## src/rtl/bus_bridge_demux.sv

```systemverilog
// CPU-to-device bridge: decodes one CPU access onto DM/TC0/TC1, waits for the
// selected device's ack (bounded by TIMEOUT) and returns a one-cycle response.
module bus_bridge_demux #(
    parameter int unsigned TIMEOUT = 15
) (
    input  logic        clk,
    input  logic        reset,
    input  logic        cpu_req,
    input  logic [31:0] cpu_addr,
    input  logic [31:0] cpu_wdata,
    input  logic [3:0]  cpu_byteen,
    output logic [31:0] cpu_rdata,
    output logic        cpu_ack,
    output logic        cpu_err,
    output logic        busy,
    output logic [31:0] dev_addr,
    output logic [31:0] dev_wdata,
    output logic [3:0]  dev_byteen,
    output logic        dm_sel,
    output logic        tc0_sel,
    output logic        tc1_sel,
    input  logic [31:0] dm_rdata,
    input  logic [31:0] tc0_rdata,
    input  logic [31:0] tc1_rdata,
    input  logic        dm_ack,
    input  logic        tc0_ack,
    input  logic        tc1_ack
);

    typedef enum logic [1:0] {
        S_IDLE = 2'd0,
        S_WAIT = 2'd1,
        S_RESP = 2'd2
    } state_t;

    localparam int unsigned CW = (TIMEOUT == 0) ? 1 : $clog2(TIMEOUT + 1);
    localparam logic [CW-1:0] CNT_LAST = CW'((TIMEOUT > 0) ? (TIMEOUT - 1) : 0);
    localparam logic [CW-1:0] CNT_MAX  = {CW{1'b1}};

    // One-hot select {tc1, tc0, dm}; timer windows only accept full-word or read accesses.
    function automatic logic [2:0] decode(input logic [31:0] addr, input logic [3:0] be);
        logic tc_ok;
        tc_ok = (be == 4'b0000) || (be == 4'b1111);
        if (addr <= 32'h0000_2FFF) begin
            decode = 3'b001;
        end else if ((addr >= 32'h0000_7F00) && (addr <= 32'h0000_7F0B) && tc_ok) begin
            decode = 3'b010;
        end else if ((addr >= 32'h0000_7F10) && (addr <= 32'h0000_7F1B) && tc_ok) begin
            decode = 3'b100;
        end else begin
            decode = 3'b000;
        end
    endfunction

    state_t        state_q, state_d;
    logic [CW-1:0] cnt_q, cnt_d;
    logic [2:0]    sel_q, sel_d;
    logic [31:0]   rdata_q, rdata_d;
    logic          ack_q, ack_d;
    logic          err_q, err_d;
    logic          busy_q, busy_d;
    logic [31:0]   dev_addr_q, dev_addr_d;
    logic [31:0]   dev_wdata_q, dev_wdata_d;
    logic [3:0]    dev_byteen_q, dev_byteen_d;

    logic [2:0]    hit_s;
    logic          ack_hit_s;
    logic [31:0]   sel_rdata_s;
    logic [CW-1:0] cnt_inc_s;

    // Decode of the incoming request and response data of the currently selected device.
    always_comb begin
        hit_s     = decode(cpu_addr, cpu_byteen);
        ack_hit_s = |(sel_q & {tc1_ack, tc0_ack, dm_ack});
        cnt_inc_s = (cnt_q == CNT_MAX) ? cnt_q : (cnt_q + CW'(1));
        case (sel_q)
            3'b001:  sel_rdata_s = dm_rdata;
            3'b010:  sel_rdata_s = tc0_rdata;
            3'b100:  sel_rdata_s = tc1_rdata;
            default: sel_rdata_s = 32'h0000_0000;
        endcase
    end

    // Next-state and next-output logic for the IDLE/WAIT/RESP sequencer.
    always_comb begin
        state_d      = state_q;
        cnt_d        = cnt_q;
        sel_d        = sel_q;
        rdata_d      = rdata_q;
        ack_d        = 1'b0;
        err_d        = err_q;
        busy_d       = busy_q;
        dev_addr_d   = dev_addr_q;
        dev_wdata_d  = dev_wdata_q;
        dev_byteen_d = dev_byteen_q;
        case (state_q)
            S_IDLE: begin
                if (cpu_req) begin
                    dev_addr_d   = cpu_addr;
                    dev_wdata_d  = cpu_wdata;
                    dev_byteen_d = cpu_byteen;
                    busy_d       = 1'b1;
                    if (hit_s != 3'b000) begin
                        sel_d   = hit_s;
                        cnt_d   = {CW{1'b0}};
                        state_d = S_WAIT;
                    end else begin
                        ack_d   = 1'b1;
                        err_d   = 1'b1;
                        rdata_d = 32'h0000_0000;
                        state_d = S_RESP;
                    end
                end else begin
                    busy_d = 1'b0;
                end
            end
            S_WAIT: begin
                if (ack_hit_s) begin
                    rdata_d = (dev_byteen_q == 4'b0000) ? sel_rdata_s : 32'h0000_0000;
                    err_d   = 1'b0;
                    ack_d   = 1'b1;
                    sel_d   = 3'b000;
                    state_d = S_RESP;
                end else begin
                    cnt_d = cnt_inc_s;
                    // This cycle's increment brings the count to TIMEOUT.
                    if (cnt_q >= CNT_LAST) begin
                        rdata_d = 32'h0000_0000;
                        err_d   = 1'b1;
                        ack_d   = 1'b1;
                        sel_d   = 3'b000;
                        state_d = S_RESP;
                    end else begin
                        state_d = S_WAIT;
                    end
                end
            end
            S_RESP: begin
                busy_d  = 1'b0;
                sel_d   = 3'b000;
                state_d = S_IDLE;
            end
            default: begin
                busy_d  = 1'b0;
                sel_d   = 3'b000;
                cnt_d   = {CW{1'b0}};
                state_d = S_IDLE;
            end
        endcase
    end

    // State and output registers; reset clears everything asynchronously.
    always_ff @(posedge clk or posedge reset) begin
        if (reset) begin
            state_q      <= S_IDLE;
            cnt_q        <= {CW{1'b0}};
            sel_q        <= 3'b000;
            rdata_q      <= 32'h0000_0000;
            ack_q        <= 1'b0;
            err_q        <= 1'b0;
            busy_q       <= 1'b0;
            dev_addr_q   <= 32'h0000_0000;
            dev_wdata_q  <= 32'h0000_0000;
            dev_byteen_q <= 4'b0000;
        end else begin
            state_q      <= state_d;
            cnt_q        <= cnt_d;
            sel_q        <= sel_d;
            rdata_q      <= rdata_d;
            ack_q        <= ack_d;
            err_q        <= err_d;
            busy_q       <= busy_d;
            dev_addr_q   <= dev_addr_d;
            dev_wdata_q  <= dev_wdata_d;
            dev_byteen_q <= dev_byteen_d;
        end
    end

    assign cpu_rdata  = rdata_q;
    assign cpu_ack    = ack_q;
    assign cpu_err    = err_q;
    assign busy       = busy_q;
    assign dev_addr   = dev_addr_q;
    assign dev_wdata  = dev_wdata_q;
    assign dev_byteen = dev_byteen_q;
    assign dm_sel     = sel_q[0];
    assign tc0_sel    = sel_q[1];
    assign tc1_sel    = sel_q[2];

endmodule

```

## config.mk

```make
export PLATFORM = sky130hd
export DESIGN_NAME = bus_bridge_demux
export DESIGN_NICKNAME = d
export VERILOG_FILES = /design/src/rtl/bus_bridge_demux.sv
export SDC_FILE = /design/constraint.sdc
export NUM_CORES = 1
export LEC_CHECK = 0
export ABC_AREA = 0
export CAP_MARGIN = 20
export CORE_UTILIZATION = 39
export CTS_CLUSTER_DIAMETER = 50
export DETAILED_ROUTE_END_ITERATION = 8
export PLACE_DENSITY = 0.8
export SETUP_SLACK_MARGIN = 0.5
export SYNTH_ARGS = -nofsm -noshare
export SYNTH_HDL_FRONTEND = slang
export SYNTH_SLANG_ARGS = --single-unit
```

## constraint.sdc

```tcl
create_clock -name clk -period 3.95 [get_ports clk]
set_clock_uncertainty 0.05 [all_clocks]
set_input_delay 0.5925 -clock clk [delete_from_list [all_inputs] [get_ports clk]]
set_output_delay 0.5925 -clock clk [all_outputs]
set_load 0.01 [all_outputs]
```

==> impl_metrics.json <==
{
  "hold_viol_final": 0,
  "cts_hold_buf": 0,
  "cts_setup_buffers": 0,
  "worstPathRequired_ps": 4170,
  "rrSetupSlack_ps": 1300,
  "cts-root-buf": "clkbuf_16",
  "ctsResizeCount": 0,
  "areaGrowthSynthToFinish_pct": 62.5,
  "first_pass_iters": 4,
  "crit_path_max_fanout": 35,
  "start_util_pct": 40.2,
  "fin_crit_sh_pct": 72.1,
  "cts_buffer_depth": 2,
  "crit_path_end_kind": "flop",
  "finalSetupTns_ps": 0,
  "via_per_inst": 5.26,
  "p_leak_nw": 3.30,
  "antenna_found_initial": 0,
  "grt_use_total_pct": 22.4,
  "drive_gt1_share_pct": 19.1,
  "fmax_mhz": 351,
  "clk_latency_ps": 340,
  "synth.distinct_cells": 44,
  "min_to": "busy",
  "die_h_um": 116,
  "async_reset_ff_share_pct": 100,
  "grt_pass1_vias": 4574,
  "slew_violations": 0,
  "arrival_ps": 3070,
  "num-nets-final": 853,
  "whs_path_depth": 1,
  "wl_um": 15500,
  "slew_headroom_pct": 30.9,
  "drc": 0,
  "multiInputGateArea_mm2": 0.00212,
  "htreeDepth": 3,
  "cts_buffers": 9,
  "grt_overflow": 0,
  "path_cells": "clkdlybuf4s50_1, or4_1, a22oi_1, a21oi_2, o21bai_4, a22o_2",
  "grt_max_degree": 78,
  "cp-start-kind": "primary input",
  "path_clk_slew_ps": 70,
  "r2r_start": "sel_q[2]",
  "synth_ff_type": "dfrtp_1",
  "min-delay-start": "busy",
  "design.core.area_mm2": 0.0127,
  "rows": 41,
  "drt_iter0_markers": 185,
  "drv_cap": 0,
  "post-dp-hpwl_um": 11700,
  "cpLargestDelayFamily": "compound AO/OA/AOI/OAI gates",
  "min_period_ps": 2850,
  "yosysSeqAreaShare_pct": 55.0,
  "crit_buf_inv": 1,
  "io_pins": 276,
  "setup_viol": 0,
  "fin_cells": 857,
  "rsz0062_at_grt": "no",
  "dpl_worst_slack_ps": 759,
  "slowest_stage": "o21bai_4",
  "worst_hold_path_type": "reg2reg",
  "gp_congestion": 0.838,
  "io_buffers": 275,
  "ys_ff_latch": 112,
  "yosys.area.top_type": "dfrtp_1",
  "dp.cells": 842,
  "regArea_mm2": 0.00280,
  "path_class": "in2reg",
  "powerDensity_mw_per_mm2": 343,
  "synthesis.area_mm2": 0.00509,
  "synthCells": 417,
  "cts.sinks": 112,
  "synth_top_cell_area_share_pct": 55.0,
  "vias": 4508,
  "r2r_end": "cpu_rdata[30]",
  "max_stage_delay_ps": 680,
  "reg2reg_depth": 6,
  "postRouteAntennaNets": 0,
  "syn_avg_cell_area_um2": 12.2,
  "status": "complete, no violations",
  "tightestPinTransition_ps": 1040,
  "power_w": 0.00284,
  "cts_tree": "done",
  "yosys_warnings": 0,
  "routedWlPerCell_um": 18.1,
  "setup_ws_ps": 1100,
  "synth_edf_count": 0,
  "fillers": 987,
  "max-vdd-ir-drop_mv": 0.218,
  "grt_pass1_wl_um": 22900,
  "die_w_um": 116,
  "n_antenna_cell": 0,
  "synthTopCellsByArea": "dfrtp_1, mux2_2, a22o_2",
  "postSynthNetCount": 589,
  "die_area_mm2": 0.0135
}
## worst max path at each step
stage / to / depth (start not counted) / slack [ps] / start
finish: cpu_rdata[30] / 6 / 1100 / cpu_byteen[0]
global placement: cpu_rdata[11] / 6 / 860 / cpu_addr[6]
CTS: cpu_rdata[30] / 6 / 1100 / cpu_byteen[0]
global route: cpu_rdata[15] / 6 / 1020 / cpu_byteen[0]
floorplan: cpu_rdata[10] / 6 / 1770 / cpu_addr[6]
detailed placement: cpu_rdata[30] / 6 / 760 / cpu_byteen[0]
## Yosys cell counts (2+ instances only)
master and instances:
mux2_2 68, buf_6 3, nor3_1 4, nor2_1 6, nor4_1 3, nand4_1 3, a21o_1 2, nand4b_1 2
nand3_1 3, o221ai_1 2, o21ai_0 36, inv_1 9, nand2_1 36, a22oi_1 33, a31oi_1 3, a22o_2 31
or4_1 2, buf_2 3, a21oi_1 7, clkbuf_1 21, and2_1 2, ha_1 2, dfrtp_1 112, nor2b_1 2
a22o_1 2, o32ai_1 2
## metal layers
metal	vias up	wire length (µm)	GRT usage, %	share of wire [%]
met4	0	252	7.69	1.6
met5	-	0	0	0
met3	16	1400	7.68	9.0
met2	177	7890	39.8	51
met1	2228	5940	24.9	38
li1	2087	-	-	-
## cells by family after synthesis
| group | count (synthesis) | synth area share [%] |
|---|---|---|
| AND/OR/NAND/NOR | 69 | 6.66 |
| flip-flops | 112 | 55.0 |
| adder cells (fa/ha/maj) | 2 | 0.491 |
| buffers and inverters | 38 | 3.66 |
| AO/OA/AOI/OAI | 128 | 19.1 |
| multiplexers | 68 | 15.0 |
## cells in the final DEF, fill, tap and decap left out, types with 3 or more instances in the layout
master,Yosys,final
mux2_2,68,68
nor3_1,4,4
dfrtp_1,112,112
nand3_1,3,3
nand4_1,3,3
clkinv_2,0,3
a22oi_1,33,33
nor4_1,3,3
clkbuf_16,0,9
a21oi_1,7,7
a31oi_1,3,3
a22o_2,31,31
o21ai_0,36,36
buf_4,0,6
inv_1,9,8
nand2_1,36,36
nor2_1,6,5
clkdlybuf4s50_1,0,275
## where the power goes
group | internal [W] | switching [W] | leakage, nW | total, W
Combinational | 0.000420 | 0.000221 | 1.76 | 0.000640
Sequential | 0.00125 | 0.0000599 | 1.39 | 0.00131
Clock | 0.000503 | 0.000387 | 0.145 | 0.000890
Total | 0.00218 | 0.000668 | 3.30 | 0.00284
## sequential cells by signal, summed over array words and instances, names as in the netlist
| name | flops |
|---|---|
| dev_wdata | 32 |
| cpu_rdata | 32 |
| busy | 1 |
| cpu_err | 1 |
| state_q | 2 |
| sel_q | 3 |
| cnt_q | 4 |
| dev_byteen | 4 |
| dev_addr | 32 |
| cpu_ack | 1 |
## per-stage QoR
step                hold WS [ps]  instance area, µm²  utilization (%)
global placement             417                7990             63.0
global route                 452                8280             65.3
CTS                          439                8280             65.3
finish                       433                8280             65.3
floorplan                    443                5100                -
detailed placement           427                7990             63.0
## cell type report
cell class                      instances  share of cell area [%]
Clock buffer                           11                    2.93
Clock inverter                          4                   0.544
Inverter                                9                   0.454
Multi-Input combinational cell        267                    25.6
Sequential cell                       112                    33.9
Tap cell                              172                    2.60
Timing Repair Buffer                  282                    34.0
(Power assumes the default switching activity.)
